File: src/rtl/data_mem_rr_arbiter.sv
`default_nettype none
// ============================================================================
// data_mem_rr_arbiter : round-robin arbiter sharing one data-memory channel
//                       between NUM_CONSUMERS read/write requesters.
// Revision: 1.0
// ============================================================================
module data_mem_rr_arbiter #(
  parameter int NUM_CONSUMERS = 4,
  parameter int ADDR_BITS     = 8,
  parameter int DATA_BITS     = 8
) (
  input  logic                     clk,
  input  logic                     reset,
  input  logic [NUM_CONSUMERS-1:0] consumer_read_valid,
  input  logic [ADDR_BITS-1:0]     consumer_read_address  [NUM_CONSUMERS],
  output logic [NUM_CONSUMERS-1:0] consumer_read_ready,
  output logic [DATA_BITS-1:0]     consumer_read_data     [NUM_CONSUMERS],
  input  logic [NUM_CONSUMERS-1:0] consumer_write_valid,
  input  logic [ADDR_BITS-1:0]     consumer_write_address [NUM_CONSUMERS],
  input  logic [DATA_BITS-1:0]     consumer_write_data    [NUM_CONSUMERS],
  output logic [NUM_CONSUMERS-1:0] consumer_write_ready,
  output logic                     mem_read_valid,
  output logic [ADDR_BITS-1:0]     mem_read_address,
  input  logic                     mem_read_ready,
  input  logic [DATA_BITS-1:0]     mem_read_data,
  output logic                     mem_write_valid,
  output logic [ADDR_BITS-1:0]     mem_write_address,
  output logic [DATA_BITS-1:0]     mem_write_data,
  input  logic                     mem_write_ready,
  output logic                     busy
);

  localparam int                 c_PTR_W = $clog2(NUM_CONSUMERS);
  localparam logic [c_PTR_W-1:0] c_LAST  = c_PTR_W'(NUM_CONSUMERS - 1);

  localparam logic [2:0] c_IDLE        = 3'd0;
  localparam logic [2:0] c_READ_WAIT   = 3'd1;
  localparam logic [2:0] c_WRITE_WAIT  = 3'd2;
  localparam logic [2:0] c_RELAY_READ  = 3'd3;
  localparam logic [2:0] c_RELAY_WRITE = 3'd4;

  logic [2:0]               r_state;
  logic [c_PTR_W-1:0]       r_ptr;
  logic [c_PTR_W-1:0]       r_grant;
  logic [NUM_CONSUMERS-1:0] w_req;
  logic                     w_found;
  logic [c_PTR_W-1:0]       w_cand;
  logic [c_PTR_W-1:0]       w_sel;
  logic [c_PTR_W-1:0]       w_sel_next;

  assign w_req = consumer_read_valid | consumer_write_valid;

  // Scan from the farthest slot back to r_ptr so the closest requester wins.
  always_comb begin
    w_found = 1'b0;
    w_sel   = '0;
    w_cand  = '0;
    for (int k = NUM_CONSUMERS - 1; k >= 0; k--) begin
      w_cand = c_PTR_W'((int'(r_ptr) + k) % NUM_CONSUMERS);
      if (w_req[w_cand]) begin
        w_found = 1'b1;
        w_sel   = w_cand;
      end
    end
  end

  // Explicit wrap since NUM_CONSUMERS need not be a power of two.
  assign w_sel_next = (w_sel == c_LAST) ? '0 : w_sel + c_PTR_W'(1);

  always_ff @(posedge clk or negedge reset) begin
    if (!reset) begin
      r_state              <= c_IDLE;
      r_ptr                <= '0;
      r_grant              <= '0;
      busy                 <= 1'b0;
      consumer_read_ready  <= '0;
      consumer_write_ready <= '0;
      for (int i = 0; i < NUM_CONSUMERS; i++) begin
        consumer_read_data[i] <= '0;
      end
      mem_read_valid       <= 1'b0;
      mem_read_address     <= '0;
      mem_write_valid      <= 1'b0;
      mem_write_address    <= '0;
      mem_write_data       <= '0;
    end else begin
      case (r_state)
        c_IDLE: begin
          if (w_found) begin
            r_grant <= w_sel;
            r_ptr   <= w_sel_next;
            busy    <= 1'b1;
            // A consumer with both requests pending gets its read first.
            if (consumer_read_valid[w_sel]) begin
              mem_read_address <= consumer_read_address[w_sel];
              mem_read_valid   <= 1'b1;
              r_state          <= c_READ_WAIT;
            end else begin
              mem_write_address <= consumer_write_address[w_sel];
              mem_write_data    <= consumer_write_data[w_sel];
              mem_write_valid   <= 1'b1;
              r_state           <= c_WRITE_WAIT;
            end
          end
        end
        c_READ_WAIT: begin
          if (mem_read_ready) begin
            consumer_read_data[r_grant]  <= mem_read_data;
            consumer_read_ready[r_grant] <= 1'b1;
            mem_read_valid               <= 1'b0;
            r_state                      <= c_RELAY_READ;
          end
        end
        c_WRITE_WAIT: begin
          if (mem_write_ready) begin
            consumer_write_ready[r_grant] <= 1'b1;
            mem_write_valid               <= 1'b0;
            r_state                       <= c_RELAY_WRITE;
          end
        end
        c_RELAY_READ: begin
          if (!consumer_read_valid[r_grant]) begin
            consumer_read_ready[r_grant] <= 1'b0;
            busy                         <= 1'b0;
            r_state                      <= c_IDLE;
          end
        end
        c_RELAY_WRITE: begin
          if (!consumer_write_valid[r_grant]) begin
            consumer_write_ready[r_grant] <= 1'b0;
            busy                          <= 1'b0;
            r_state                       <= c_IDLE;
          end
        end
        default: begin
          busy    <= 1'b0;
          r_state <= c_IDLE;
        end
      endcase
    end
  end

endmodule
`default_nettype wire

File: config.mk
export PLATFORM = sky130hd
export DESIGN_NAME = data_mem_rr_arbiter
export DESIGN_NICKNAME = d
export VERILOG_FILES = /design/src/rtl/data_mem_rr_arbiter.sv
export SDC_FILE = /design/constraint.sdc
export NUM_CORES = 1
export LEC_CHECK = 0
export ABC_AREA = 1
export BUFFER_PORTS_ARGS = -buffer_cell sky130_fd_sc_hd__buf_2
export CAP_MARGIN = 15
export CORE_UTILIZATION = 51
export CTS_BUF_LIST = sky130_fd_sc_hd__clkbuf_8 sky130_fd_sc_hd__clkbuf_16
export CTS_CLUSTER_SIZE = 20
export DETAILED_ROUTE_END_ITERATION = 10
export PLACE_DENSITY = 0.95
export SYNTH_ARGS = -nofsm -noshare
export SYNTH_HDL_FRONTEND = slang
export SYNTH_SLANG_ARGS = --single-unit
File: constraint.sdc
create_clock -name clk -period 3.25 [get_ports clk]
set_input_delay 0.1625 -clock clk [delete_from_list [all_inputs] [get_ports clk]]
set_output_delay 0.1625 -clock clk [all_outputs]
set_load 0.02 [all_outputs]
; Word level (Yosys, flattened, before mapping)
; Index checks and enable logic that the tools add are counted.
[word_totals]
reg_bits = 74
out_inout_bits = 67
word_cells = 131
[op_classes]
addsub = 4
n_lt_le_gt_ge = 10
n_eq_ne = 12
n_mux = 62
bitwise_logic = 10
n_reduce_logical = 18
[op_table]
columns = operator, n
row1 = $mux W8, 7
row2 = $bmux W8 S2, 3
row3 = $bwmux W32, 1
row4 = $mux W1, 21
row5 = $lt A2 B3 Y1 const B, 6
row6 = $demux W8 S2, 1
row7 = $mux W4, 4
row8 = $pmux W4 S2, 2
row9 = $mux W3, 5
row10 = $pmux W3 S5, 1
row11 = $bmux W1 S2, 7
row12 = $ne A2 B2 Y1 const B, 7
row13 = $mux W2, 6
row14 = $or A4 B4 Y4, 3
row15 = $reduce_and A3 Y1, 4
row16 = $reduce_and A4 Y1, 3
row17 = $and A4 B4 Y4, 2
row18 = $reduce_bool A2 Y1, 4
row19 = $eq A3 B2 Y1 const B, 2
row20 = $ge A3 B3 Y1 const B, 2
row21 = $not A2 Y3, 2
row22 = $reduce_and A5 Y1, 1
row23 = $add A2 B1 Y2 const B, 2
row24 = $add A2 B2 Y2 const B, 2
row25 = 14 further kinds, 18

; Logic depth before layout (Yosys ltp)
[logic_depth]
depth_word = 12
mapped_depth = 18
mapped_depth_nobuf = 17

; Worst setup path before layout
; No wires, ideal clock.
[synth_path]
kind = register -> register
startpoint = register r_ptr[0]
endpoint = register r_ptr[1]
t_arrival_ps = 1827
t_required_ps = 3123
path_slack_ps = 1296
stages_incl_launch_ff = 15
n_path_buf = 1
period_less_slack_ps = 1954
cell_sequence = dfrtp_1 > inv_2 > nand2_1 > nand2_1 > nand3_2 > nand2_2 > inv_2 > a21oi_1 > nand2_2 > nand2_4 > inv_2 > buf_2 > ha_1 > nand2_1 > o21ai_0
[synth_via]
elab_chain_cells = 9
[synth_rtl]
columns = item, line
row1 = start: declaration, 43  ; logic [c_PTR_W-1:0] r_ptr;
row2 = start signal: assignment, 91  ; r_ptr <= w_sel_next;
row3 = $add A2 B2 Y2, 59  ; w_cand = c_PTR_W'((int'(r_ptr) + k) % NUM_CONSUMERS);
row4 = $bmux W1 S2, 60  ; if (w_req[w_cand]) begin
row5 = $mux W1 (implied by the code), 60
row6 = $mux W2 (3 in a row), 60
row7 = $mux W2 *, 60
row8 = named net w_sel[0], 48  ; logic [c_PTR_W-1:0] w_sel;
row9 = $add A2 B1 Y2 / $eq A2 B2 Y1 (equally long branches), 68  ; assign w_sel_next = (w_sel == c_LAST) ? '0 : w_sel + c_PTR_W'(1);
row10 = $mux W2 *, 68
row11 = named net w_sel_next[1], 49  ; logic [c_PTR_W-1:0] w_sel_next;
; Mark *: on every way through the listed nets, which the timed path passes. The rest lies on a longest branch. The select of a mux whose other input is x is not followed.
; A chain may end at the register's enable or synchronous reset.

; Worst setup path in the final report
[layout_path]
startpoint = register r_ptr[0]
endpoint = register mem_write_address[5]
[layout_via]
elab_chain_cells = 11
[layout_rtl]
columns = item, line
row1 = $add A2 B2 Y2, 59
row2 = $bmux W1 S2, 60
row3 = $mux W1 (implied by the code), 60
row4 = $mux W2 (4 in a row), 60
row5 = $bmux W1 S2 / $not A2 Y3 (equally long branches), "94, 99"
row6 = $mux W1 (implied by the code) / $bmux W8 S2 (equally long branches), "94, 99"
row7 = $not A1 Y1 (no source line) / $mux W8 (equally long branches), n/a
row8 = $reduce_and A3 Y1 (no source line) / $mux W8 (equally long branches), n/a
row9 = end signal: assignment, 99  ; mem_write_address <= consumer_write_address[w_sel];
row10 = end: declaration, 27  ; output logic [ADDR_BITS-1:0] mem_write_address,
; Parallel ways exist; a longest one is shown, timed or not. The select of a mux whose other input is x is not followed.

==> flow_summary_export.csv <==
group,metric,value,unit
sta,hold_ws,0.117,ns
sta,finalHoldViolCount,0,
placed_design,placed_area,5000,µm²
cells_and_area,finalNetCount,863,
logic_synthesis,ys_top_cells_by_area,"dfrtp_1 (45%), nand2_1 (19%), o21ai_0 (8.6%)",
grt,grt-ovfl-total,0,
sta,slew_violations,0,
grt,antenna_found_initial,0,
pwr,leakagePower,3.07,nW
clocking,postCtsSetupRepairBufs,0,
clocking,cts_tree,"done",
sta,skew,0.0131,ns
pwr,power_frac_comb,0.611,
setup_path,slowest_stage,"dfrtp_1",
sta,setup_tns,0,ns
sta,worst_slack,0.476,ns
setup_path,cp_top_family,"simple AND/OR/NAND/NOR gates",
cells_and_area,area_delta_synth_final,28.5,%
cells_and_area,antennaDiodeCount,0,
setup_path,cp.arrival,3.01,ns
logic_synthesis,ys_warn_count,0,
drt,route.detailed.drc,0,
setup_path,critPathLaunchType,"flop",
logic_synthesis,yosysTopAreaCellShare,0.454,
setup_path,crit_top_cell,"nand2_1",
logic_synthesis,netlist_area,4080,µm²
placed_design,dp_worst_setup_slack,0.590,ns
placed_design,dp_hpwl,8520,µm
logic_synthesis,synth_nets,689,
placed_design,finalWeightedCongestion,0.905,
job,drv_cap,0,
floorplanning,start_util,0.528,
pwr,vdd_drop_max,693,µV
logic_synthesis,synthCells,572,
drt,vias,4398,
logic_synthesis,ys_ff_latch,74,
cells_and_area,drive_gt1_frac,0.289,
drt,wl_per_cell,13.4,µm
sta,fin_crit,2.77,ns
grt,grt_max_degree,75,
grt,grt_pass1_vias,4053,
floorplanning,dieArea,8350,µm²
setup_path,worstSetupPathType,"reg -> reg",
drt,ant_nets,0,
setup_path,cp_max_fo,41,
setup_path,worstSetupEndpointType,"flop",
cells_and_area,finalInstanceArea,5240,µm²
floorplanning,die_w,91.4,µm
sta,max-slew-margin-rel,0.394,
placed_design,port_buffers,182,
clocking,cts.sinks,74,
setup_path,cp_cell_sequence,"inv_2 > nand2_1 > nand2_1 > nand3_2 > nand2_2 > inv_2 > a21oi_1 > nand2_2 > nand2_4 > buf_4 > a21oi_1 > o21ai_1 > nand2_1 > inv_1 > o21ai_1",
sta,fin_crit_sh,0.854,
pwr,p_sw,3.31,mW
drt,routed_wl,11400,µm
logic_synthesis,synth_area_per_cell,7.13,µm²
sta,rsz0062_at_grt,"false",
clocking,clock-root-buffer,"clkbuf_8",
pwr,p_sw_frac,0.523,
clocking,clock_latency,0.35,ns
pwr,powerDensity,1210,nW/µm²
logic_synthesis,yosysUniqueCellTypes,27,
grt,grt_pass1_wl,18600,µm
sta,worstMarginPinSlew,0.909,ns
sta,finalSetupViolCount,0,
clocking,cts_max_path_buffers,2,
floorplanning,die_y,91.4,µm
hold_path,hold_class,"in -> reg",
pwr,power.share.clock,0.133,
grt,grt.total_usage,0.280,
setup_path,crit_buf_inv,4,
logic_synthesis,synth_top_area_cell,"dfrtp_1",
floorplanning,core_area,7730,µm²
clocking,cts_max_level,3,
status,status,"completed",
drt,vias_per_cell,5.16,
floorplanning,num_rows,32,
clocking,cts.clk_slew.worst_paths,0.09,ns
pwr,internal-power,3.02,mW
sta,max_freq,360,MHz
clocking,cts_buffers,9,
setup_path,cpPeakStageDelay,0.47,ns
floorplanning,ios,183,
logic_synthesis,yosysSeqAreaShare,0.454,
setup_path,critPathRequiredTime,3.49,ns
drt,drtPass1Iterations,5,
drt,drt_iter0_drc,198,
pwr,power_frac_seq,0.256,
layout make-up:
cell class	count	area, µm²
inverter	69	259
clock inverter	7	108
fill	661	2490
multi-input combinational	407	1830
timing repair buffer	185	938
tap	102	128
sequential	74	1850
clock buffer	9	124
tightest hold or removal path: stages:
cell	delay [ns]
buf_2	0.08
inv_1	0.05
o21ai_0	0.14
cells by family (layout without fill, tap and decap cells):
family,after synthesis,count (layout),share of synthesized area
and+or+nand+nor,276,276,0.276
adders and majority gates,1,1,0.00307
AOI/OAI and AO/OA,130,130,0.170
DFF,74,74,0.454
buffers and inverters,91,270,0.0964
metal layers:
layer  GRT usage  wire length (µm)
met1       0.352              4730
met4       0.106               321
met2       0.472              5480
met5           0                 0
met3      0.0570               887
metrics by stage:
step           total power, mW  utilization  std cells
5_1_grt                   6.90        0.678        853
3_3_place_gp              5.26        0.647        836
3_5_place_dp              5.46        0.647        836
6_report                  6.32        0.678        853
4_1_cts                   6.31        0.678        853
2_1_floorplan             4.55            -        572
final timing paths:
kind                                       startpoint                                  to  slack [ns]  cells past startpoint
max                              r_ptr[0]$_DFFE_PN0P_    mem_write_address[5]$_DFFE_PN0P_        0.48                     15
min                                  mem_read_data[3]  consumer_read_data[27]$_DFFE_PN0P_        0.12                      3
max reg2reg                      r_ptr[0]$_DFFE_PN0P_    mem_write_address[5]$_DFFE_PN0P_        0.48                     15
min reg2reg                mem_read_valid$_DFFE_PN0P_          mem_read_valid$_DFFE_PN0P_        0.49                      2
max in group asynchronous                       reset    mem_write_address[2]$_DFFE_PN0P_        2.19                      2
min in group asynchronous                       reset              r_state[1]$_DFFE_PN0P_        0.49                      2
power by group through the flow:
| stage | combinational (mW) | clock, mW | sequential (mW) |
|---|---|---|---|
| final | 3.87 | 0.839 | 1.62 |
| after global routing | 4.36 | 0.885 | 1.66 |
| after detailed placement | 3.84 | 0 | 1.62 |
| after global placement | 3.65 | 0 | 1.61 |
| after CTS | 3.85 | 0.850 | 1.61 |
| after floorplan | 2.48 | 0 | 2.06 |
cell usage after synthesis:
cell and count:
a21oi_1 20, a21oi_2 1, nand3_1 15, nor2_1 35, o21ai_1 24, o22ai_1 11
nand3_2 3, nor2_4 1, inv_1 65, inv_2 4, buf_2 5, nand2_2 3
dfrtp_1 74, a31oi_4 1, nand2_1 211, nand4_1 1, buf_6 4, o21ai_0 70
a31o_2 1, a22oi_1 2, clkbuf_1 9, nand2_4 2, ha_1 1, nor3_1 3
buf_4 4, nand3_4 1, and3_1 1
repair_timing:
item | 4_1_cts | 5_1_grt
hold buffers | 1 | 0
hold endpoints to repair | 74 | 0
gates resized for setup | 0 | 0
cell usage in the layout (no fill, tap or decap):
master         instances
clkinvlp_4             1
nand3_4                1
inv_8                  2
a31o_2                 1
nand2_1              211
and3_1                 1
buf_2                181
inv_6                  2
ha_1                   1
a21oi_1               20
nand4_1                1
nand2_4                2
nor2_1                35
nor3_1                 3
o21ai_0               70
inv_1                 65
nor2_4                 1
a22oi_1                2
nand2_2                3
a31oi_4                1
a21oi_2                1
buf_4                  3
nand3_1               15
o21ai_1               24
dlygate4sd3_1          1
inv_2                  4
dfrtp_1               74
clkbuf_8               9
nand3_2                3
bufinv_16              2
o22ai_1               11
Power figures use the tool's default switching activity.
